**config.mk**
```make
export PLATFORM = sky130hd
export DESIGN_NAME = pc_unit
export DESIGN_NICKNAME = d
export VERILOG_FILES = /design/src/rtl/pc_unit_pkg.sv /design/src/rtl/pc_next_calc.sv /design/src/rtl/pc_unit.sv
export SDC_FILE = /design/constraint.sdc
export NUM_CORES = 1
export LEC_CHECK = 0
export BUFFER_PORTS_ARGS = -buffer_cell sky130_fd_sc_hd__buf_2
export CAP_MARGIN = 10
export CELL_PAD_IN_SITES_DETAIL_PLACEMENT = 1
export CELL_PAD_IN_SITES_GLOBAL_PLACEMENT = 2
export CORE_ASPECT_RATIO = 1.25
export CORE_MARGIN = 2
export CORE_UTILIZATION = 33
export CTS_CLUSTER_SIZE = 20
export DETAILED_ROUTE_END_ITERATION = 8
export GPL_ROUTABILITY_DRIVEN = 1
export PLACE_DENSITY_LB_ADDON = 0.1
export SYNTH_ARGS = -nofsm -noshare
export SYNTH_HDL_FRONTEND = slang
export SYNTH_SLANG_ARGS = --single-unit
```
**constraint.sdc**
```tcl
create_clock -name clock -period 7.7 [get_ports clock]
set_clock_uncertainty 0.05 [all_clocks]
set_input_delay 2.31 -clock clock [delete_from_list [all_inputs] [get_ports clock]]
set_output_delay 2.31 -clock clock [all_outputs]
set_load 0.05 [all_outputs]
```
**src/rtl/pc_unit_pkg.sv**
```systemverilog
// Shared control definitions for the program-counter stage: Psel encodings,
// control-word field positions and the word-size constant.
package pc_unit_pkg;

  typedef enum logic [1:0] {
    PSEL_HOLD = 2'b00,
    PSEL_INC  = 2'b01,
    PSEL_REG  = 2'b10,
    PSEL_REL  = 2'b11
  } psel_e;

  localparam int CW_WIDTH    = 29;
  localparam int CW_PSEL_HI  = 28;
  localparam int CW_PSEL_LO  = 27;
  localparam int CW_PCSEL    = 1;

  localparam logic [63:0] WORD_BYTES = 64'd4;

  // True when an address is not aligned to a 4-byte instruction word.
  function automatic logic is_misaligned(input logic [63:0] addr);
    return (addr[1:0] != 2'b00);
  endfunction

endpackage

```
**src/rtl/pc_next_calc.sv**
```systemverilog
// Purely combinational next-PC selector/adder; flags non-sequential updates
// (is_branch) and any real load of the PC (loads).
module pc_next_calc
  import pc_unit_pkg::*;
(
  input  logic [63:0] pc,
  input  logic [1:0]  psel,
  input  logic        pcsel,
  input  logic [63:0] k,
  input  logic [63:0] in_val,
  output logic [63:0] next_pc,
  output logic        is_branch,
  output logic        loads
);

  logic [63:0] off_s;
  logic [63:0] seq_s;

  assign off_s = pcsel ? k : in_val;
  assign seq_s = pc + WORD_BYTES;

  // Select the next PC; the offset shift drops off[63:62] by construction.
  always_comb begin
    next_pc   = pc;
    is_branch = 1'b0;
    loads     = 1'b0;
    case (psel_e'(psel))
      PSEL_HOLD: begin
        next_pc = pc;
      end
      PSEL_INC: begin
        next_pc = seq_s;
        loads   = 1'b1;
      end
      PSEL_REG: begin
        next_pc   = in_val;
        is_branch = 1'b1;
        loads     = 1'b1;
      end
      PSEL_REL: begin
        next_pc   = seq_s + {off_s[61:0], 2'b00};
        is_branch = 1'b1;
        loads     = 1'b1;
      end
      default: begin
        next_pc = pc;
      end
    endcase
  end

endmodule

```
**src/rtl/pc_unit.sv**
```systemverilog
// Architectural program counter with sticky misalignment flag and a
// saturating taken-branch counter for debug.
module pc_unit
  import pc_unit_pkg::*;
#(
  parameter logic [63:0] RESET_PC = 64'h0,
  parameter int          CNT_W    = 32
) (
  input  logic             clock,
  input  logic             reset_n,
  input  logic             pc_en,
  input  logic [1:0]       Psel,
  input  logic             PCsel,
  input  logic [63:0]      K,
  input  logic [63:0]      in,
  input  logic             clr_status,
  output logic [63:0]      PC,
  output logic [63:0]      PC4,
  output logic             misalign,
  output logic [CNT_W-1:0] branch_count
);

  localparam logic [CNT_W-1:0] CNT_ONE = CNT_W'(1);
  localparam logic [CNT_W-1:0] CNT_MAX = {CNT_W{1'b1}};

  logic [63:0]      pc_r;
  logic             misalign_r;
  logic [CNT_W-1:0] count_r;

  logic [63:0]      next_pc_s;
  logic             is_branch_s;
  logic             loads_s;

  pc_next_calc u_next (
    .pc        (pc_r),
    .psel      (Psel),
    .pcsel     (PCsel),
    .k         (K),
    .in_val    (in),
    .next_pc   (next_pc_s),
    .is_branch (is_branch_s),
    .loads     (loads_s)
  );

  // PC register: loads on every enabled cycle, never gated on clr_status.
  always_ff @(posedge clock or negedge reset_n) begin
    if (!reset_n) begin
      pc_r <= RESET_PC;
    end else if (pc_en) begin
      pc_r <= next_pc_s;
    end else begin
      pc_r <= pc_r;
    end
  end

  // Debug status: clear has priority over any flag set or count increment.
  always_ff @(posedge clock or negedge reset_n) begin
    if (!reset_n) begin
      misalign_r <= 1'b0;
      count_r    <= '0;
    end else if (clr_status) begin
      misalign_r <= 1'b0;
      count_r    <= '0;
    end else if (pc_en) begin
      if (loads_s && is_misaligned(next_pc_s)) begin
        misalign_r <= 1'b1;
      end else begin
        misalign_r <= misalign_r;
      end
      if (is_branch_s && (count_r != CNT_MAX)) begin
        count_r <= count_r + CNT_ONE;
      end else begin
        count_r <= count_r;
      end
    end else begin
      misalign_r <= misalign_r;
      count_r    <= count_r;
    end
  end

  assign PC           = pc_r;
  assign PC4          = pc_r + WORD_BYTES;
  assign misalign     = misalign_r;
  assign branch_count = count_r;

endmodule

```
==> results.json, run 1 <==
{
  "cp-start-kind": "flop",
  "endpoint_kind": "primary output",
  "yosys_warnings": 0,
  "avgSynthCellArea_um2": 7.763,
  "cts_tree": "yes",
  "ff_latch_area_mm2": 0.002427,
  "syn_nets": 1681,
  "critical_path_required_ns": 5.34,
  "synth_edf_count": 0,
  "max-slew-margin-rel": 0.3967,
  "final.period_utilization": 0.8083,
  "syn_to_final_growth_pct": 19.07,
  "grt_pass1_wl_um": 74910,
  "fmax_mhz": 160.7,
  "hold_buffers": 0,
  "hold_viol": 0,
  "p_total_w": 0.004108,
  "crit_type": "reg -> out",
  "async_reset_ff_frac": 1.000,
  "ys_ff_latch": 97,
  "dp_cells": 2163,
  "die_width_um": 170.4,
  "dr.pass1.iters": 5,
  "overflow": 0,
  "maxSlewViolCount": 0,
  "drt_wl_total_um": 49270,
  "multi_input_area_mm2": 0.008502,
  "n_antenna_cell": 0,
  "antenna_found_initial": 0,
  "setup_viol": 0,
  "drtAntennaViolNets": 0,
  "cts_resized": 0,
  "clockBufferDepth": 2,
  "hold_ws_ns": 0.4925,
  "nets": 1915,
  "final.min_clock_period_ns": 6.224,
  "synth.distinct_cells": 88,
  "die-area_mm2": 0.03614,
  "cts_sinks": 97,
  "rsz0062_at_grt": "false",
  "critPathMaxFanout": 7,
  "syn_inst": 1472,
  "drive_above_1_share": 0.2624,
  "hp-class": "reg -> reg",
  "die_height_um": 212.1,
  "route.vias.total": 12150,
  "crit_arrival_ns": 3.86,
  "post_cts_buffers": 0,
  "ys_seq_area_frac": 0.2124,
  "p_per_area_mw_per_mm2": 301.9,
  "place_congestion": 0.8715,
  "maxCapViolations": 0,
  "syn_area_mm2": 0.01143,
  "wl_per_cell_um": 22.61,
  "clk_pin_slew_ns": 0.10,
  "drtIter0Drc": 535,
  "rows": 76,
  "placedInstanceArea_mm2": 0.01329,
  "worst_pin_slew_ns": 0.9050,
  "routed_via_density": 5.577,
  "core_mm2": 0.03433,
  "status": "completed",
  "synth_top_area_frac": 0.2124,
  "start_util": 0.3329,
  "clock_latency_ns": 0.40,
  "synthFlopType": "dfrtp_1",
  "clockRootBuffer": "clkbuf_16",
  "yosys-top-cells-area": "dfrtp_1, ha_1, mux2_2",
  "stdcell_count": 2179,
  "io_pins": 296,
  "vdd_ir_drop_max_mv": 0.1458,
  "grt_max_degree": 51,
  "finalInstanceArea_mm2": 0.01361,
  "p_leak_nw": 5.993,
  "synth.largest_area_cell": "dfrtp_1",
  "final.setup.tns_ns": 0,
  "cts_buffers": 9,
  "dpl.hpwl_um": 38270,
  "route.detailed.drc": 0,
  "grtUsageTotal": 0.2713,
  "n_fill_cell": 4277,
  "io_buffers": 293,
  "htree_levels": 3,
  "first_global_vias": 12770
}
==> path summary, 6_finish.rpt <==
check	slack (ns)	depth (start not counted)	end	startpoint
min in group asynchronous	1.90	1	branch_count[12]$_DFFE_PN0P_	reset_n
setup / recovery	1.48	8	PC4[36]	PC[2]$_DFFE_PN0P_
hold reg to reg	0.49	2	misalign$_DFFE_PN0P_	misalign$_DFFE_PN0P_
setup reg to reg	2.04	15	PC[56]$_DFFE_PN0P_	PC[2]$_DFFE_PN0P_
max in group asynchronous	4.51	2	PC[36]$_DFFE_PN0P_	reset_n
hold / removal	0.49	2	misalign$_DFFE_PN0P_	misalign$_DFFE_PN0P_
==> report_power, final <==
group / switching [W] / internal (W) / total (W)
registers: 0.000194 / 0.000603 / 0.000798
logic: 0.00193 / 0.000862 / 0.00280
clock network: 0.000278 / 0.000236 / 0.000514
==> synthesized netlist by cell type, drive strengths merged (9+ instances only) <==
library cell    n
nor2          160
buf            19
a21o           21
and4           13
or3            11
o21bai         19
mux2           73
o21ai         101
nor4            9
o211ai          9
dfrtp          97
a31oi          16
o22ai          11
ha             73
clkbuf         70
xnor2          67
a221oi         25
nand4          39
mux2i          21
a22oi          12
o221ai         10
and2           11
nand2         131
nand3          61
and3           16
inv            42
a21oi         140
a211oi         11
xor2           65
nor3           34
==> area by class of cell <==
cell class              count  share of cell area
well taps                 468             0.04303
inverters                  43             0.01186
clock buffers               9             0.01655
clock inverters             7            0.006897
repair buffers            312              0.1184
flip-flops and latches     97              0.1784
multi-input cells        1243              0.6248
==> critical path, stage by stage, from the launching register on <==
cell and delay (ns):
dfrtp_1 0.50, ha_1 0.34, nand4_1 0.30, or3_1 0.60, nor3_2 0.64, nand2_1 0.24
nor2_1 0.25, xor2_1 0.28, buf_2 0.32
==> layout by cell type, fill, tap and decap left out, types with 42 or more instances in the layout <==
cell type	netlist	final
a21oi_1	139	139
ha_1	73	73
xor2_1	65	65
nand2_1	130	130
nand3_1	60	60
xnor2_1	66	66
dfrtp_1	97	97
buf_2	7	292
o21ai_0	96	95
nor2_1	159	157
inv_1	42	42
mux2_2	73	73
==> flip-flops by register name (all words and copies together), names as in the netlist <==
signal / count
misalign: 1
PC: 64
branch_count: 32
==> metal layers <==
metal	GRT usage	share of wire	up-vias
met3	0.02141	0.026	40
met2	0.5029	0.52	244
met4	0.06071	0.014	0
li1	-	-	5857
met1	0.3405	0.44	6012
met5	0	0	-
==> stage by stage <==
stage                       util  setup WS (ns)
after floorplan                -          1.830
after global placement    0.3871          1.140
after detailed placement  0.3871          1.170
after CTS                 0.3964          1.471
after global routing      0.3964          1.260
final                     0.3964          1.476
==> cells by family (layout without fill, tap and decap cells) <==
family                   after synthesis  after routing  synth area share
AND/OR/NAND/NOR                      517            517            0.2248
AO/OA/AOI/OAI                        426            426            0.2423
XOR/XNOR                             132            132            0.1028
buffers and inverters                132            371           0.04566
flip-flops                            97             97            0.2124
multiplexers                          94             94           0.09033
adder cells (fa/ha/maj)               74             74           0.08168
No activity file was read; power rests on OpenSTA's default activity.
==> run 2, diff against run 1 <==
--- a/config.mk
+++ b/config.mk
@@ -11,7 +11,7 @@
 export CELL_PAD_IN_SITES_GLOBAL_PLACEMENT = 2
 export CORE_ASPECT_RATIO = 1.25
 export CORE_MARGIN = 2
-export CORE_UTILIZATION = 33
+export CORE_UTILIZATION = 31
 export CTS_CLUSTER_SIZE = 20
 export DETAILED_ROUTE_END_ITERATION = 8
 export GPL_ROUTABILITY_DRIVEN = 1
==> constraint.sdc (replaced) <==
create_clock -name clock -period 6 [get_ports clock]
set_clock_uncertainty 0.05 [all_clocks]
set_input_delay 1.8 -clock clock [delete_from_list [all_inputs] [get_ports clock]]
set_output_delay 1.8 -clock clock [all_outputs]
set_load 0.05 [all_outputs]
==> run 2 against run 1 <==
Register-to-register slack worse by 1.5 ns. Critical path type unchanged. Flip-flop and latch count did not move. Global-route usage decreased by 1.1 points. Sequential power grew 29%. Critical path depth unchanged. Critical endpoint unchanged.
==> results.json, run 2 (same netlist as run 1, synthesis figures left out) <==
{
  "status": "completed",
  "io_pins": 296,
  "slowest_delay_ns": 0.59,
  "grtUsageMet3": 0.02401,
  "wl_per_cell_um": 22.77,
  "crit_arrival_ns": 3.79,
  "htree_levels": 3,
  "cts_buffers": 9,
  "start_util": 0.3148,
  "overflow": 0,
  "rows": 78,
  "p_total_w": 0.005354,
  "dr.pass1.iters": 5,
  "maxCapViolations": 0,
  "rsz0062_at_grt": "false",
  "final.min_clock_period_ns": 5.638,
  "io_buffers": 293,
  "final_cell_mix": "buf_2, nor2_1, a21oi_1, nand2_1, dfrtp_1",
  "final.period_utilization": 0.9396,
  "critical_path_required_ns": 4.15,
  "routed_via_density": 5.594,
  "grt_max_degree": 65,
  "endpoint_kind": "primary output",
  "pre_cts_ws_ns": 0.2594,
  "drive_above_1_share": 0.2730,
  "dpl.hpwl_um": 39290,
  "layout_commonest_cell": "buf_2",
  "p_per_area_mw_per_mm2": 388.2,
  "p_leak_nw": 6.106,
  "cts_sinks": 97,
  "met1_usage": 0.3215,
  "hold_buffers": 0,
  "vdd_ir_drop_max_mv": 0.1759,
  "grt_util_met2": 0.4744,
  "die-area_mm2": 0.03842,
  "first_global_vias": 12940,
  "cp-start-kind": "flop",
  "cts_tree": "yes",
  "nets": 1940,
  "syn_to_final_growth_pct": 20.70,
  "fin_ws_ns": 0.3621,
  "drt_wl_total_um": 50460,
  "crit_type": "reg -> out",
  "cts_resized": 0,
  "max-slew-margin-rel": 0.2791,
  "clockRootBuffer": "clkbuf_16",
  "worst_pin_slew_ns": 1.077,
  "setup_viol": 0,
  "hp-class": "reg -> reg",
  "hold_viol": 0,
  "fmax_mhz": 177.4,
  "clockBufferDepth": 2,
  "antenna_found_initial": 0,
  "die_height_um": 218.7,
  "die_width_um": 175.7,
  "clock_latency_ns": 0.39,
  "post_cts_buffers": 0,
  "top_usage_layer": "met2",
  "final.setup.tns_ns": 0,
  "place_congestion": 0.8736,
  "critical_path.slowest_cell": "or3_1",
  "core_mm2": 0.03630,
  "critPathMaxFanout": 5,
  "largest_reg_flops": 64,
  "drtIter0Drc": 562,
  "clk_pin_slew_ns": 0.09,
  "grtUsageTotal": 0.2608,
  "n_antenna_cell": 0,
  "grt_pass1_wl_um": 77130,
  "drtAntennaViolNets": 0,
  "route.detailed.drc": 0,
  "crit_chain": "ha_1, nand4_1, or3_1, nor3_2, nand2_1, nor2_1, xor2_1, buf_2",
  "maxSlewViolCount": 0,
  "route.vias.total": 12400
}
[run 2: changes by cell type in the layout (fill, tap and decap cells not counted)]
cell | previous run | this run
buf_4 | 20 | 45
clkinv_4 | 0 | 1
clkinv_8 | 4 | 1
clkinvlp_4 | 0 | 1
inv_6 | 2 | 0
inv_8 | 1 | 4
[run 2: cell type report]
cell class / count / area [µm²]
multi-input combinational: 1243 / 8502
sequential: 97 / 2427
tap: 480 / 600.6
inverter: 43 / 161.4
clock buffer: 9 / 225.2
timing repair buffer: 337 / 1799
fill: 4556 / 22510
clock inverter: 7 / 77.57
[run 2: final timing paths]
path	from	to	slack (ns)	cells after the start
max in group asynchronous	reset_n	PC[44]$_DFFE_PN0P_	3.36	2
min reg2reg	misalign$_DFFE_PN0P_	misalign$_DFFE_PN0P_	0.46	2
min in group asynchronous	reset_n	branch_count[16]$_DFFE_PN0P_	1.47	1
max reg2reg	PC[3]$_DFFE_PN0P_	PC[63]$_DFFE_PN0P_	0.56	18
min	misalign$_DFFE_PN0P_	misalign$_DFFE_PN0P_	0.46	2
max	PC[3]$_DFFE_PN0P_	PC4[36]	0.36	8
[run 2: where the power goes]
group	leakage, nW	internal (W)	switching (W)
Sequential	1.20	0.000774	0.000252
Combinational	4.76	0.00116	0.00251
Clock	0.146	0.000299	0.000357
Total	6.11	0.00223	0.00312
[run 2: critical path, delay by kind of cell, from the launching register on]
family                     cells  cell delay (ns)
adders and majority gates      1             0.35
DFF                            1             0.49
xor gates and xnor gates       1             0.36
and+or+nand+nor                5             1.86
buffers and inverters          1             0.34
[run 2: metal layers]
| layer | wire length, µm | vias to the layer above |
|---|---|---|
| met1 | 21640 | 6121 |
| met3 | 1946 | 57 |
| met2 | 25540 | 309 |
| met5 | 0 | - |
| li1 | - | 5909 |
| met4 | 1330 | 0 |
[run 2: metrics by stage]
step,cells,utilization,hold WS (ns),instance area [µm²]
floorplan,1472,-,0.7339,11430
global placement,2200,0.3716,0.4292,13490
detailed placement,2200,0.3716,0.4464,13490
CTS,2216,0.3799,0.4644,13790
global route,2216,0.3799,0.4881,13790
finish,2216,0.3799,0.4606,13790
